==> config.mk <==
export PLATFORM = sky130hd
export DESIGN_NAME = chunked_add_sequencer
export DESIGN_NICKNAME = d
export VERILOG_FILES = /design/src/rtl/chunked_add_pkg.sv /design/src/rtl/chunked_add_sequencer_rca.sv /design/src/rtl/chunked_add_sequencer.sv
export SDC_FILE = /design/constraint.sdc
export NUM_CORES = 1
export LEC_CHECK = 0
export CAP_MARGIN = 20
export CORE_AREA = 3 3 154 156
export DETAILED_ROUTE_END_ITERATION = 6
export DIE_AREA = 0 0 157 159
export GPL_TIMING_DRIVEN = 0
export PLACE_DENSITY = 0.65
export SLEW_MARGIN = 25
export SYNTH_ARGS = -nofsm -noshare
export SYNTH_HDL_FRONTEND = slang
export SYNTH_SLANG_ARGS = --single-unit
==> constraint.sdc <==
create_clock -name clk_i -period 19.1 [get_ports clk_i]
set_input_delay 5.73 -clock clk_i [delete_from_list [all_inputs] [get_ports clk_i]]
set_output_delay 5.73 -clock clk_i [all_outputs]
set_load 0.01 [all_outputs]
==> src/rtl/chunked_add_pkg.sv <==
// Shared types and sizing helpers for the chunked wide adder/subtractor.
package chunked_add_pkg;

    typedef enum logic [1:0] {IDLE, RUN, DONE} seq_state_t;

    // Chunk index needs at least one bit even when there is a single chunk.
    function automatic int idx_width(input int chunks);
        return (chunks > 1) ? $clog2(chunks) : 1;
    endfunction

endpackage

==> src/rtl/chunked_add_sequencer_rca.sv <==
// N-bit combinational ripple-carry slice, reused once per chunk by the sequencer.
module rippleCarryAdder #(
    parameter int N = 16
) (
    input  logic [N-1:0] a_i,
    input  logic [N-1:0] b_i,
    input  logic         cin_i,
    output logic [N-1:0] sum_o,
    output logic         cout_o
);

    always_comb begin
        logic c;
        c      = cin_i;
        sum_o  = '0;
        for (int i = 0; i < N; i++) begin
            sum_o[i] = a_i[i] ^ b_i[i] ^ c;
            c        = (a_i[i] & b_i[i]) | (c & (a_i[i] ^ b_i[i]));
        end
        cout_o = c;
    end

endmodule

==> src/rtl/chunked_add_sequencer.sv <==
// Wide add/subtract computed LS chunk first through one N-bit slice,
// carry registered between chunks; valid/ready on both sides.
//
// state | meaning
// IDLE  | ready for an operand bundle
// RUN   | one slice chunk per cycle, LS chunk first
// DONE  | result held until the consumer takes it
module chunked_add_sequencer
    import chunked_add_pkg::*;
#(
    parameter int W = 64,
    parameter int N = 16
) (
    input  logic         clk_i,
    input  logic         reset_i,
    input  logic         in_valid_i,
    output logic         in_ready_o,
    input  logic [W-1:0] a_i,
    input  logic [W-1:0] b_i,
    input  logic         sub_i,
    output logic         out_valid_o,
    input  logic         out_ready_i,
    output logic [W-1:0] sum_o,
    output logic         cout_o,
    output logic         overflow_o
);

    localparam int CHUNKS = W / N;
    localparam int IW     = idx_width(CHUNKS);
    localparam logic [IW-1:0] LAST_IDX = IW'(CHUNKS - 1);

    if ((W % N) != 0 || W < N) begin : g_bad_width
        $error("chunked_add_sequencer: W must be a positive multiple of N");
    end

    seq_state_t    state_q;
    logic [IW-1:0] idx_q;
    logic          carry_q;
    logic [W-1:0]  a_q, b_q, sum_q;
    logic          cout_q, ovf_q, in_ready_q, out_valid_q;

    logic [N-1:0]  a_chunk, b_chunk, slice_sum;
    logic          slice_cout;

    always_comb begin
        a_chunk = '0;
        b_chunk = '0;
        for (int i = 0; i < CHUNKS; i++) begin
            if (idx_q == IW'(i)) begin
                a_chunk = a_q[i*N +: N];
                b_chunk = b_q[i*N +: N];
            end
        end
    end

    rippleCarryAdder #(.N(N)) u_slice (
        .a_i    (a_chunk),
        .b_i    (b_chunk),
        .cin_i  (carry_q),
        .sum_o  (slice_sum),
        .cout_o (slice_cout)
    );

    always_ff @(posedge clk_i) begin
        if (reset_i) begin
            state_q     <= IDLE;
            idx_q       <= '0;
            carry_q     <= 1'b0;
            a_q         <= '0;
            b_q         <= '0;
            sum_q       <= '0;
            cout_q      <= 1'b0;
            ovf_q       <= 1'b0;
            in_ready_q  <= 1'b1;
            out_valid_q <= 1'b0;
        end else begin
            case (state_q)
                IDLE: begin
                    if (in_valid_i && in_ready_q) begin
                        // Subtraction is a + ~b + 1, the +1 entering as carry-in.
                        a_q        <= a_i;
                        b_q        <= sub_i ? ~b_i : b_i;
                        carry_q    <= sub_i;
                        idx_q      <= '0;
                        in_ready_q <= 1'b0;
                        state_q    <= RUN;
                    end
                end
                RUN: begin
                    for (int i = 0; i < CHUNKS; i++) begin
                        if (idx_q == IW'(i)) sum_q[i*N +: N] <= slice_sum;
                    end
                    carry_q <= slice_cout;
                    if (idx_q == LAST_IDX) begin
                        cout_q      <= slice_cout;
                        ovf_q       <= (a_q[W-1] == b_q[W-1]) && (slice_sum[N-1] != a_q[W-1]);
                        out_valid_q <= 1'b1;
                        state_q     <= DONE;
                    end else begin
                        idx_q <= idx_q + 1'b1;
                    end
                end
                DONE: begin
                    if (out_ready_i) begin
                        out_valid_q <= 1'b0;
                        in_ready_q  <= 1'b1;
                        state_q     <= IDLE;
                    end
                end
                default: state_q <= IDLE;
            endcase
        end
    end

    assign in_ready_o  = in_ready_q;
    assign out_valid_o = out_valid_q;
    assign sum_o       = sum_q;
    assign cout_o      = cout_q;
    assign overflow_o  = ovf_q;

endmodule
* After elaboration in Yosys (flattened, before gate mapping) *
Cells that the tools add are included.

word-level totals
  input bits = 133
  register bits = 201
  word-level logic and storage cells = 147

operators by class
  mux-type cells = 24
  bitwise operators = 81
  reduce and logical (&&, ||, !) cells = 17
  add/subtract/negate cells = 1
  equality and inequality tests = 11

operator list
  kind                 number
  $mux 16              8
  $mux 64              1
  $not 64->64          1
  $and 1x1->1          32
  $xor 1x1->1          32
  $or 1x1->1           16
  $reduce_and 2->1     6
  $reduce_and 3->1     4
  $mux 2               5
  $ne 2x2->1 const B   4
  $eq 2x2->1 const B   3
  $pmux 1 s2           3
  $pmux 2 s3           1
  $reduce_bool 2->1    3
  $mux 1               5
  $eq 2x1->1 const B   2
  $logic_not 2->1      2
  $pmux 2 s2           1
  $add 2x1->2 const B  1
  $logic_and 1x1->1    2
  $eq 1x1->1           1
  $ne 1x1->1           1

* Depth between registers and ports, before layout *
  depth after elaboration = 39
  gate-level depth with buffers = 28
  depth with buffers taken out = 26

* By module *
From an unflattened synthesis, not the netlist that was laid out.

unflattened totals
  cell total of the unflattened synthesis = 1,138
  area total of the unflattened synthesis = 9,076.2 sq um

by module, submodules not included
  module                 cells an instance  times used  area an instance (sq um)  seq. area each (sq um)
  chunked_add_sequencer  1,112              1           8,718.4                   4,023.9
  rippleCarryAdder       26                 1           357.8                     0.0

* Worst setup path before layout *
No wires, ideal clock.

  path kind = register -> register
  start = register idx_q[0]
  end = register ovf_q (netlist: overflow_o)
  stages on the path, launching flop included = 29
  required time = 19.009 ns
  buffers on the path = 2
  setup slack = 10.430 ns
  period minus slack after synthesis = 8.670 ns
  arrival = 8.579 ns
  path through = dfxtp_1 inv_1 ha_1 clkbuf_1 clkbuf_1 a21oi_1 o21ai_0 a22oi_1 fa_1 inv_1 fa_1 fa_1 inv_1 fa_1 fa_1 fa_1 fa_1 fa_1 fa_1 fa_1 fa_1 fa_1 fa_1 fa_1 fa_1 inv_1 fa_1 or3b_2 a311oi_1

between the ends
  longest elaborated chain between the ends = 39

ends and longest elaborated chain
  what                     RTL line                         text
  start, declared          chunked_add_sequencer.sv:37      logic [IW-1:0] idx_q;
  start signal, assigned   chunked_add_sequencer.sv:100     idx_q <= idx_q + 1'b1;
  $logic_not 2->1          chunked_add_sequencer.sv:49      if (idx_q == IW'(i)) begin
  $mux 16 (4 in series)    chunked_add_sequencer.sv:49
  $xor 1x1->1              chunked_add_sequencer_rca.sv:18  c = (a_i[i] & b_i[i]) | (c & (a_i[i] ^ b_i[i]));
  $and 1x1->1              chunked_add_sequencer_rca.sv:18
  $or 1x1->1               chunked_add_sequencer_rca.sv:18
  $and 1x1->1              chunked_add_sequencer_rca.sv:18
  $or 1x1->1               chunked_add_sequencer_rca.sv:18
  $and 1x1->1              chunked_add_sequencer_rca.sv:18
  [21 not listed]          -
  $and 1x1->1              chunked_add_sequencer_rca.sv:18
  $or 1x1->1               chunked_add_sequencer_rca.sv:18
  $and 1x1->1              chunked_add_sequencer_rca.sv:18
  $or 1x1->1               chunked_add_sequencer_rca.sv:18
  $xor 1x1->1 *            chunked_add_sequencer_rca.sv:17  sum_o[i] = a_i[i] ^ b_i[i] ^ c;
  named net slice_sum[15]  chunked_add_sequencer.sv:42      logic [N-1:0] a_chunk, b_chunk, slice_sum;
  $ne 1x1->1 *             chunked_add_sequencer.sv:96      ovf_q <= (a_q[W-1] == b_q[W-1]) && (slice_sum[N-1] != a_q[W-1]);
  $logic_and 1x1->1 *      chunked_add_sequencer.sv:96
  end signal, assigned     chunked_add_sequencer.sv:96
  end, declared            chunked_add_sequencer.sv:40      logic cout_q, ovf_q, in_ready_q, out_valid_q;

The timed path passes the listed nets; every way through them passes the cells marked *.
A chain may end at the register's enable or synchronous reset.

* Worst setup path after layout *
Ends and elaborated chain as after synthesis.

==> summary.md <==
| Metric | Value |
|---|---|
| Syn Area/Cell | `8.40 um2` |
| Die W | `157 um` |
| Starting DRT DRC Count | `435` |
| Fraction of layout cells with a size suffix above 1 | `5.92%` |
| CP max-delay cell | `clkbuf_1` |
| Placed Area | `11300 um2` |
| Post-CTS Setup Inserts | `0` |
| CP required | `19510 ps` |
| Post-synth EDFFs | `0` |
| PwrDens | `93.0 nW/um2` |
| Part of the Yosys area used for sequential elements | `45.0%` |
| Slew HR | `55.2%` |
| GR Overflow Total | `0` |
| Hpwl dp | `22400 um` |
| Post-CTS sizing | `0` |
| Max Slew Vio Count | `0` |
| Post-route cell area | `12100 um2` |
| Worst Reg2Reg Path Length in Cells | `28` |
| Max-cap violations | `0` |
| Cts bufs inserted | `22` |
| I/O Buffers | `199` |
| Most frequent cell after synthesis | `dfxtp_1` |
| Initial Util | `39.7%` |
| Top cells by area, synth | `dfxtp_1 45%, a211oi_1 9.7%, a21oi_1 7.4%` |
| Pre-Repair DR Iteration Count | `6` |
| Worst Tran Pin Value | `671 ps` |
| Flop pwr share | `41.5%` |
| Grt met2 use | `35.8%` |
| Ports | `201` |
| GP Congestion | `0.855` |
| Clock latency at the later pin of the worst-skew pair | `510 ps` |
| Unique cell type count in the Yosys netlist | `33` |
| Startpoint types | `flop` |
| ANT nets after route | `0` |
| Vias in the first global route | `7940` |
| Seq cells post-synth | `201` |
| First-pass GRT wire length | `43400 um` |
| Gate power share | `18.6%` |
| Switching Fraction | `27.1%` |
| Clock sink count | `201` |
| Ant. Diodes | `0` |
| Crit path top cell by count | `fa_1` |
| Fillers | `2126` |
| Die area | `25000 um2` |
| CTS Buffer Depth | `3` |
| Status | `complete, no violations` |
| Die height | `159 um` |
| Setup TNS | `0 ps` |
| Busiest layer in global routing | `met2` |
| Power share of the clock group | `39.9%` |
| Post-Syn Nets | `1216` |
| Remaining routing DRC violations | `0` |
| Crit path max fanout | `10` |
| Cell-internal power | `0.817 mW` |
| Most instantiated cells after synthesis | `201 x dfxtp_1, 161 x nand2_1, 134 x nor2_1` |
| Met3 Use GR | `2.85%` |
| Final min period | `9670 ps` |
| M1 GR Usage | `30.5%` |
| CP Class | `flop to flop` |
| Vias | `8217` |
| Pleak | `4.16 nW` |
| Worst min path class | `flop to flop` |
| # nets final | `1439` |
| Ys flop type | `dfxtp_1` |
| Overall Global Routing Usage | `22.0%` |
| CTS Root Cell | `clkbuf_16` |
| Area grow syn2layout | `34.9%` |
| Clk slew on worst S/H paths | `60 ps` |
| Async SR Flop Fraction | `0%` |
| Core Rows | `55` |
| CTS tree | `done` |
| Post-synth top area share | `45.0%` |
| Fmax | `0.103 GHz` |
| Worst stage delay on the critical path | `570 ps` |
| Part of the cycle the worst path needs | `50.6%` |
| Sw Pwr | `0.304 mW` |
| VDD IR-drop max | `47.2 uV` |
| Pin count of the biggest net entering global routing | `14` |
| Synth Cell Area | `8930 um2` |
| Core area | `22500 um2` |
| Wirelength per Cell | `17.9 um` |
| CP endpoint kind | `flop` |
| RSZ-0062 raised after global routing | `false` |
| Final setup violation count | `0` |
| Post-synthesis cell count | `1063` |
| Arrival @ worst endpoint | `10080 ps` |
| Yosys warnings | `0` |
| Total Wirelength | `28400 um` |
| WHS Path Cells | `2` |
| Hold_buf cts | `0` |
| CTS HTree Levels | `1` |
| Via/cell ratio | `5.18` |
| Endpoints failing hold | `0` |
| Setup Skew | `13.7 ps` |
| Antenna violations before repair | `0` |
| Yosys top cell by area | `dfxtp_1` |
[cells by family after synthesis]
logic type               synth area share [%]
AO/OA/AOI/OAI                            22.4
XOR/XNOR                                 6.28
adder cells (fa/ha/maj)                  4.15
buffers and inverters                    6.99
flip-flops                               45.0
multiplexers                             1.46
AND/OR/NAND/NOR                          13.7
[worst max-delay path, delay by kind of cell (launching register included)]
family	cells	cell delay [ps]
adders and majority gates	17	6810
buffers and inverters	6	1290
AOI/OAI and AO/OA	4	650
and+or+nand+nor	1	470
DFF	1	330
[flip-flops by register name (all words and copies together), names as in the netlist]
name,flops
a_q,64
b_q,64
carry_q,1
cout_o,1
idx_q,2
in_ready_o,1
out_valid_o,1
overflow_o,1
state_q,2
sum_o,64
[stage by stage]
stage          total power, mW  hold WS (ps)  cells  utilization, %  worst slack, ps
6_report                  1.12           455   1586            53.6             9430
5_1_grt                   1.16           472   1586            53.6             8980
4_1_cts                   1.12           456   1586            53.6             9430
3_5_place_dp             0.681           447   1547            50.1             9520
3_3_place_gp             0.678           445   1547            50.1             9540
2_1_floorplan            0.588           436   1063               -            10430
[worst paths after layout]
check / end / start / slack (ps)
max reg2reg: overflow_o$_SDFFE_PP0P_ / idx_q[0]$_SDFFE_PP0P_ / 9430
max: overflow_o$_SDFFE_PP0P_ / idx_q[0]$_SDFFE_PP0P_ / 9430
min: a_q[37]$_SDFFE_PP0P_ / a_q[37]$_SDFFE_PP0P_ / 450
min reg2reg: a_q[37]$_SDFFE_PP0P_ / a_q[37]$_SDFFE_PP0P_ / 450
[layer usage]
| metal | part of all wire (%) | vias up |
|---|---|---|
| met5 | 0 | - |
| met4 | 3.0 | 0 |
| met3 | 6.4 | 52 |
| met2 | 47 | 303 |
| met1 | 44 | 3808 |
| li1 | - | 4054 |
[power groups by stage]
stage	Sequential [mW]	Combinational, mW	Clock, mW
floorplan	0.471	0.118	0
global placement	0.473	0.205	0
detailed placement	0.474	0.208	0
CTS	0.465	0.208	0.451
global route	0.468	0.228	0.469
finish	0.465	0.208	0.447
[layout make-up]
class,instances,area [um2],share of cell area (%)
repair buffers,199,1990,16.5
clock inverters,4,72.6,0.602
well taps,285,357,2.96
plain buffers,98,482,4.00
flip-flops and latches,201,4020,33.4
multi-input cells,726,4280,35.5
clock buffers,35,701,5.81
inverters,38,143,1.18
[cells in the final DEF (no fill, tap or decap), types with 26 or more instances in the layout]
cell	n
a211oi_1	116
a21oi_1	132
a22oi_1	26
buf_2	28
clkbuf_1	47
clkdlybuf4s50_1	199
dfxtp_1	201
inv_1	38
nand2_1	161
nor2_1	134
o21ai_0	32
xnor2_1	48
(Power assumes the default switching activity.)
